## config.mk

```make
export PLATFORM = sky130hd
export DESIGN_NAME = uart_rx_os16
export DESIGN_NICKNAME = d
export VERILOG_FILES = /design/src/rtl/uart_pkg.sv /design/src/rtl/uart_rx_sync.sv /design/src/rtl/uart_rx_os16.sv
export SDC_FILE = /design/constraint.sdc
export NUM_CORES = 1
export LEC_CHECK = 0
export ABC_AREA = 1
export CAP_MARGIN = 20
export CORE_AREA = 10 10 70 83
export CTS_CLUSTER_SIZE = 30
export DETAILED_ROUTE_END_ITERATION = 10
export DIE_AREA = 0 0 80 93
export HOLD_SLACK_MARGIN = 0.12
export PLACE_DENSITY = 0.76
export SLEW_MARGIN = 25
export SYNTH_ARGS = -nofsm -noshare
export SYNTH_HDL_FRONTEND = slang
export SYNTH_SLANG_ARGS = --single-unit
```

## constraint.sdc

```tcl
create_clock -name clk25 -period 1.5 [get_ports clk25]
set_input_delay 0.375 -clock clk25 [delete_from_list [all_inputs] [get_ports clk25]]
set_output_delay 0.375 -clock clk25 [all_outputs]
set_load 0.01 [all_outputs]
```

## src/rtl/uart_pkg.sv

```systemverilog
// Shared definitions for the oversampled UART receive path: state encoding,
// parity codes, oversampling constants and the parity check helper.
package uart_pkg;

    typedef enum logic [2:0] {
        IDLE   = 3'd0,
        START  = 3'd1,
        DATA   = 3'd2,
        PARITY = 3'd3,
        STOP   = 3'd4,
        BREAK  = 3'd5
    } rx_state_t;

    localparam int unsigned PARITY_NONE = 0;
    localparam int unsigned PARITY_EVEN = 1;
    localparam int unsigned PARITY_ODD  = 2;

    localparam int unsigned OVERSAMPLE  = 16;
    localparam int unsigned MID_SAMPLE  = 7;
    localparam int unsigned LAST_SAMPLE = OVERSAMPLE - 1;

    localparam int unsigned OS_W  = $clog2(OVERSAMPLE);
    localparam int unsigned BIT_W = 3;

    // High when the data word plus received parity bit fail the selected rule.
    function automatic logic parity_error(input logic word_xor,
                                          input logic par_bit,
                                          input logic odd);
        return word_xor ^ par_bit ^ odd;
    endfunction

endpackage

```

## src/rtl/uart_rx_sync.sv

```systemverilog
// Receive-line conditioning: 2-FF synchroniser for rxd and a one-cycle tick
// on each rising edge of the 16x baud enable.
module uart_rx_sync (
    input  logic clk25,
    input  logic rst,
    input  logic clk16,
    input  logic rxd,
    output logic rxd_s,
    output logic tick_c
);

    logic rxd_meta;
    logic clk16_d;

    // Flops reset high so an idle line and a high clk16 give no event after reset.
    always_ff @(posedge clk25) begin
        if (rst) begin
            rxd_meta <= 1'b1;
            rxd_s    <= 1'b1;
            clk16_d  <= 1'b1;
        end else begin
            rxd_meta <= rxd;
            rxd_s    <= rxd_meta;
            clk16_d  <= clk16;
        end
    end

    assign tick_c = clk16 & ~clk16_d;

endmodule

```

## src/rtl/uart_rx_os16.sv

```systemverilog
// 16x oversampling UART receiver: start, DATA_BITS LSB-first, optional
// parity, one stop bit; byte strobe with parity and framing error flags.
module uart_rx_os16
    import uart_pkg::*;
#(
    parameter int unsigned DATA_BITS   = 8,
    parameter int unsigned PARITY_MODE = 0
) (
    input  logic                 clk25,
    input  logic                 rst,
    input  logic                 clk16,
    input  logic                 rxd,
    output logic [DATA_BITS-1:0] rx_data,
    output logic                 rx_valid,
    output logic                 parity_err,
    output logic                 frame_err,
    output logic                 rx_busy
);

    localparam logic [OS_W-1:0]  OS_MID     = OS_W'(MID_SAMPLE);
    localparam logic [OS_W-1:0]  OS_LAST    = OS_W'(LAST_SAMPLE);
    localparam logic [BIT_W-1:0] LAST_BIT   = BIT_W'(DATA_BITS - 1);
    localparam logic             HAS_PARITY = (PARITY_MODE != PARITY_NONE);
    localparam logic             ODD_RULE   = (PARITY_MODE == PARITY_ODD);

    logic rxd_s;
    logic tick;

    uart_rx_sync u_sync (
        .clk25  (clk25),
        .rst    (rst),
        .clk16  (clk16),
        .rxd    (rxd),
        .rxd_s  (rxd_s),
        .tick_c (tick)
    );

    rx_state_t            state, state_nxt;
    logic [OS_W-1:0]      os_cnt, os_nxt, os_inc;
    logic [BIT_W-1:0]     bit_cnt, bit_nxt;
    logic [DATA_BITS-1:0] shift, shift_nxt;
    logic                 perr, perr_nxt;
    logic [DATA_BITS-1:0] data_nxt;
    logic                 valid_nxt;
    logic                 perr_out_nxt;
    logic                 ferr_nxt;
    logic                 busy_nxt;

    // State, counters and registered outputs.
    always_ff @(posedge clk25) begin
        if (rst) begin
            state      <= IDLE;
            os_cnt     <= '0;
            bit_cnt    <= '0;
            shift      <= '0;
            perr       <= 1'b0;
            rx_data    <= '0;
            rx_valid   <= 1'b0;
            parity_err <= 1'b0;
            frame_err  <= 1'b0;
            rx_busy    <= 1'b0;
        end else begin
            state      <= state_nxt;
            os_cnt     <= os_nxt;
            bit_cnt    <= bit_nxt;
            shift      <= shift_nxt;
            perr       <= perr_nxt;
            rx_data    <= data_nxt;
            rx_valid   <= valid_nxt;
            parity_err <= perr_out_nxt;
            frame_err  <= ferr_nxt;
            rx_busy    <= busy_nxt;
        end
    end

    assign os_inc = os_cnt + OS_W'(1);

    // Frame sequencing; every transition is qualified by the oversample tick.
    always_comb begin
        state_nxt    = state;
        os_nxt       = os_cnt;
        bit_nxt      = bit_cnt;
        shift_nxt    = shift;
        perr_nxt     = perr;
        data_nxt     = rx_data;
        valid_nxt    = 1'b0;
        perr_out_nxt = 1'b0;
        ferr_nxt     = 1'b0;

        if (tick) begin
            unique case (state)
                IDLE: begin
                    if (!rxd_s) begin
                        state_nxt = START;
                        os_nxt    = '0;
                    end
                end
                START: begin
                    os_nxt = os_inc;
                    // Detection tick counts as sample 0, so the 7th tick after it is mid start bit.
                    if (os_inc == OS_MID) begin
                        if (!rxd_s) begin
                            state_nxt = DATA;
                            os_nxt    = '0;
                            bit_nxt   = '0;
                            perr_nxt  = 1'b0;
                        end else begin
                            state_nxt = IDLE;
                        end
                    end
                end
                DATA: begin
                    os_nxt = os_inc;
                    if (os_cnt == OS_LAST) begin
                        shift_nxt = {rxd_s, shift[DATA_BITS-1:1]};
                        if (bit_cnt == LAST_BIT) begin
                            state_nxt = HAS_PARITY ? PARITY : STOP;
                        end else begin
                            bit_nxt = bit_cnt + BIT_W'(1);
                        end
                    end
                end
                PARITY: begin
                    os_nxt = os_inc;
                    if (os_cnt == OS_LAST) begin
                        perr_nxt  = parity_error(^shift, rxd_s, ODD_RULE);
                        state_nxt = STOP;
                    end
                end
                STOP: begin
                    os_nxt = os_inc;
                    if (os_cnt == OS_LAST) begin
                        if (rxd_s) begin
                            data_nxt     = shift;
                            valid_nxt    = 1'b1;
                            perr_out_nxt = perr;
                            state_nxt    = IDLE;
                        end else begin
                            ferr_nxt  = 1'b1;
                            state_nxt = BREAK;
                        end
                    end
                end
                BREAK: begin
                    // A held-low line must return high before a new start is accepted.
                    if (rxd_s) begin
                        state_nxt = IDLE;
                    end
                end
                default: begin
                    state_nxt = IDLE;
                end
            endcase
        end

        busy_nxt = (state_nxt != IDLE);
    end

endmodule
```

==> impl_metrics.csv <==
group,metric,value,unit
cells_and_area,number_of_antenna_diodes,0,
cells_and_area,syn2layout_area_growth,41.3,%
yosys,synth.cell_area,1820,µm²
cts,clock_tree_from_tritoncts,"done",
sta,final_critical_path_setup_slack,-0.0940,ns
detailed_routing,route.detailed.vias_per_inst,5.14,
cts,insertion_delay,0.30,ns
placed_design,port_buffers,15,
yosys,synth_warnings,0,
placed_design,placed_cell_area,2110,µm²
cells_and_area,multi_input_area,1140,µm²
detailed_routing,postRouteWirelength,4910,µm
cells_and_area,register_area,694,µm²
global_routing,grt_start_max_net_pins,17,
run_status,violated_checks,"setup timing",
sta,hold_viol_final,0,
cells_and_area,post_layout_nets,319,
yosys,avgSynthCellArea,6.93,µm²
cells_and_area,fillers,358,
detailed_routing,wl_per_cell,13.4,µm
cts,clock_buffer_count_from_cts,5,
global_routing,grt_pass1_vias,1806,
yosys,netlist-cell-type-count,29,
worst_hold_path,holdCritPathClass,"reg2reg",
detailed_routing,vias,1883,
floorplan,placeableCoreArea,4230,µm²
floorplan,dieWidth,80,µm
sta,final.period_utilization,106,%
floorplan,initial_utilization,43.1,%
setup_path,worst-path-max-fanout,4,
cts,clock-sinks,34,
placed_design,hpwlAfterDp,2950,µm
setup_path,critical_path.startpoint_type,"flop",
sta,max_clock_freq,0.627,GHz
sta,maxSlewHeadroom,79.6,%
sta,tns,-0.268,ns
detailed_routing,starting_drc_count_in_detailed_routing,149,
setup_path,worstPathArrival,1.79,ns
sta,worst_slew_pin_slew,0.306,ns
setup_path,setup.worst_path.end_class,"flop",
job,count_of_maximum_capacitance_violations,0,
setup_path,worstSetupPathType,"reg2reg",
run_status,run_status,"complete, but fails checks",
floorplan,die_h,93,µm
pwr,power_per_cell_area,648,nW/µm²
placed_design,place.gp.congestion,0.814,
sta,setup_viol_count_final,4,
pwr,vdd.ir_drop.worst,0.612,mV
yosys,postSynthRegisterBits,34,
pwr,cellLeakagePower,1.20,nW
sta,finalWorstPathRequiredPeriod,1.59,ns
cts,root_buffer,"clkbuf_8",
setup_path,crit_required,1.69,ns
sta,rsz0062_at_grt,"yes",
global_routing,grt_pass1_wl,8020,µm
detailed_routing,first_pass_iters,4,
sta,final_max_slew_viol_count,0,
global_routing,antenna_found_initial,0,
cts,clk_pin_slew_worst_paths,0.07,ns
yosys,syn-num-nets,271,
floorplan,placement_rows,26,
cts,cts_max_path_buffers,2,
yosys,synthesis.instances,263,
detailed_routing,drt_drc_violations_left,0,
cells_and_area,post_route_cells_drive_above_1_share,32.9,%
cts,number_of_buffers_inserted_by_hold_repair_at_cts,0,
global_routing,grt_overflow_total,0,
floorplan,top_level_ports,16,
yosys,share_of_the_yosys_chip_area_belonging_to_registers,37.3,%
detailed_routing,antenna_left,0,
cts,clock_tree.htree_level_count,2,
sta,worst_clock_skew,0.00810,ns
floorplan,die-area,7440,µm²
cells_and_area,final_area,2580,µm²
global_routing,grt_use_total,13.3,%
[registers in the layout (all words and copies together), names as in the netlist]
register	count
u_sync.clk16_d	1
rx_valid	1
frame_err	1
rx_busy	1
shift	8
state	3
parity_err	1
u_sync.rxd_meta	1
rx_data	8
u_sync.rxd_s	1
bit_cnt	3
perr	1
os_cnt	4
[area by class of cell]
type	count	area share, %
Tap cell	56	2.72
Inverter	38	5.93
Timing Repair Buffer	47	17.0
Multi-Input combinational cell	185	44.2
Sequential cell	34	27.0
Clock buffer	6	3.21
[worst paths after layout]
check / startpoint / endpoint / slack (ns) / depth (start not counted)
max: bit_cnt[1] / bit_cnt[2] / -0.09 / 7
max reg2reg: bit_cnt[1] / bit_cnt[2] / -0.09 / 7
min reg2reg: u_sync.rxd_meta / u_sync.rxd_s / 0.46 / 1
min: u_sync.rxd_meta / u_sync.rxd_s / 0.46 / 1
[critical path, cell delays in order (launching register included)]
cell	delay [ns]
dfxtp_4	0.35
ha_4	0.16
ha_4	0.15
or2_4	0.24
o31ai_4	0.28
nand3_2	0.16
nand2_1	0.10
a21oi_2	0.06
[layer usage]
layer / global-route usage (%) / share of wire [%] / vias up
met5: 0 / 0 / -
met1: 13.6 / 37 / 874
li1: - / - / 940
met4: 8.09 / 3.1 / 0
met3: 3.45 / 5.1 / 15
met2: 23.6 / 54 / 54
[kinds of logic (layout without fill, tap and decap cells)]
family / Yosys count / count (layout) / synth area share [%]
adder cells (fa/ha/maj): 4 / 4 / 2.75
buffers and inverters: 45 / 91 / 11.6
AND/OR/NAND/NOR: 133 / 134 / 34.2
flip-flops: 34 / 34 / 37.3
AO/OA/AOI/OAI: 47 / 47 / 14.1
[cells in the final DEF (no fill, tap or decap), drive strengths merged]
cell           count
a21oi             26
buf               32
clkbuf             6
clkdlybuf4s50      2
clkinv             1
dfxtp             34
dlygate4sd2       13
ha                 4
inv               37
nand2             79
nand3             14
nand4             10
nor2              25
nor3               2
o211ai             1
o21ai             19
o31ai              1
or2                4
[power breakdown]
part | internal (W) | switching [W]
Clock | 0.000354 | 0.000322
Sequential | 0.000904 | 0.00000375
Combinational | 0.0000416 | 0.0000452
Total | 0.00130 | 0.000371
[synthesized netlist by cell type (all sizes together)]
cell type | n | share of area (%)
nand3 | 14 | 4.4
nor3 | 2 | 1.4
clkinv | 1 | 0.48
nand2 | 79 | 17
clkbuf | 2 | 0.41
nor2 | 24 | 6.5
inv | 37 | 7.6
o21ai | 19 | 5.6
or2 | 4 | 1.4
o211ai | 1 | 0.41
o31ai | 1 | 0.69
buf | 5 | 3.1
ha | 4 | 2.7
a21oi | 26 | 7.3
dfxtp | 34 | 37
nand4 | 10 | 3.4
[per-stage QoR]
step	setup slack [ns]	utilization (%)	total power, W	instances	hold slack, ns
finish	-0.0940	60.9	0.00167	366	0.463
global route	-0.173	60.9	0.00172	366	0.472
CTS	-0.103	56.9	0.00167	360	0.416
global placement	-0.364	49.8	0.000990	341	0.392
detailed placement	-0.420	49.8	0.000991	341	0.400
floorplan	0.0309	-	0.000968	263	0.389
[what timing repair did]
action                                  CTS  global route
cloned                                    2             1
pin swaps                                12            14
buffers inserted                         11             6
endpoints found under the setup margin   39            26
resized for setup                        38            47
Power figures use the tool's default switching activity.
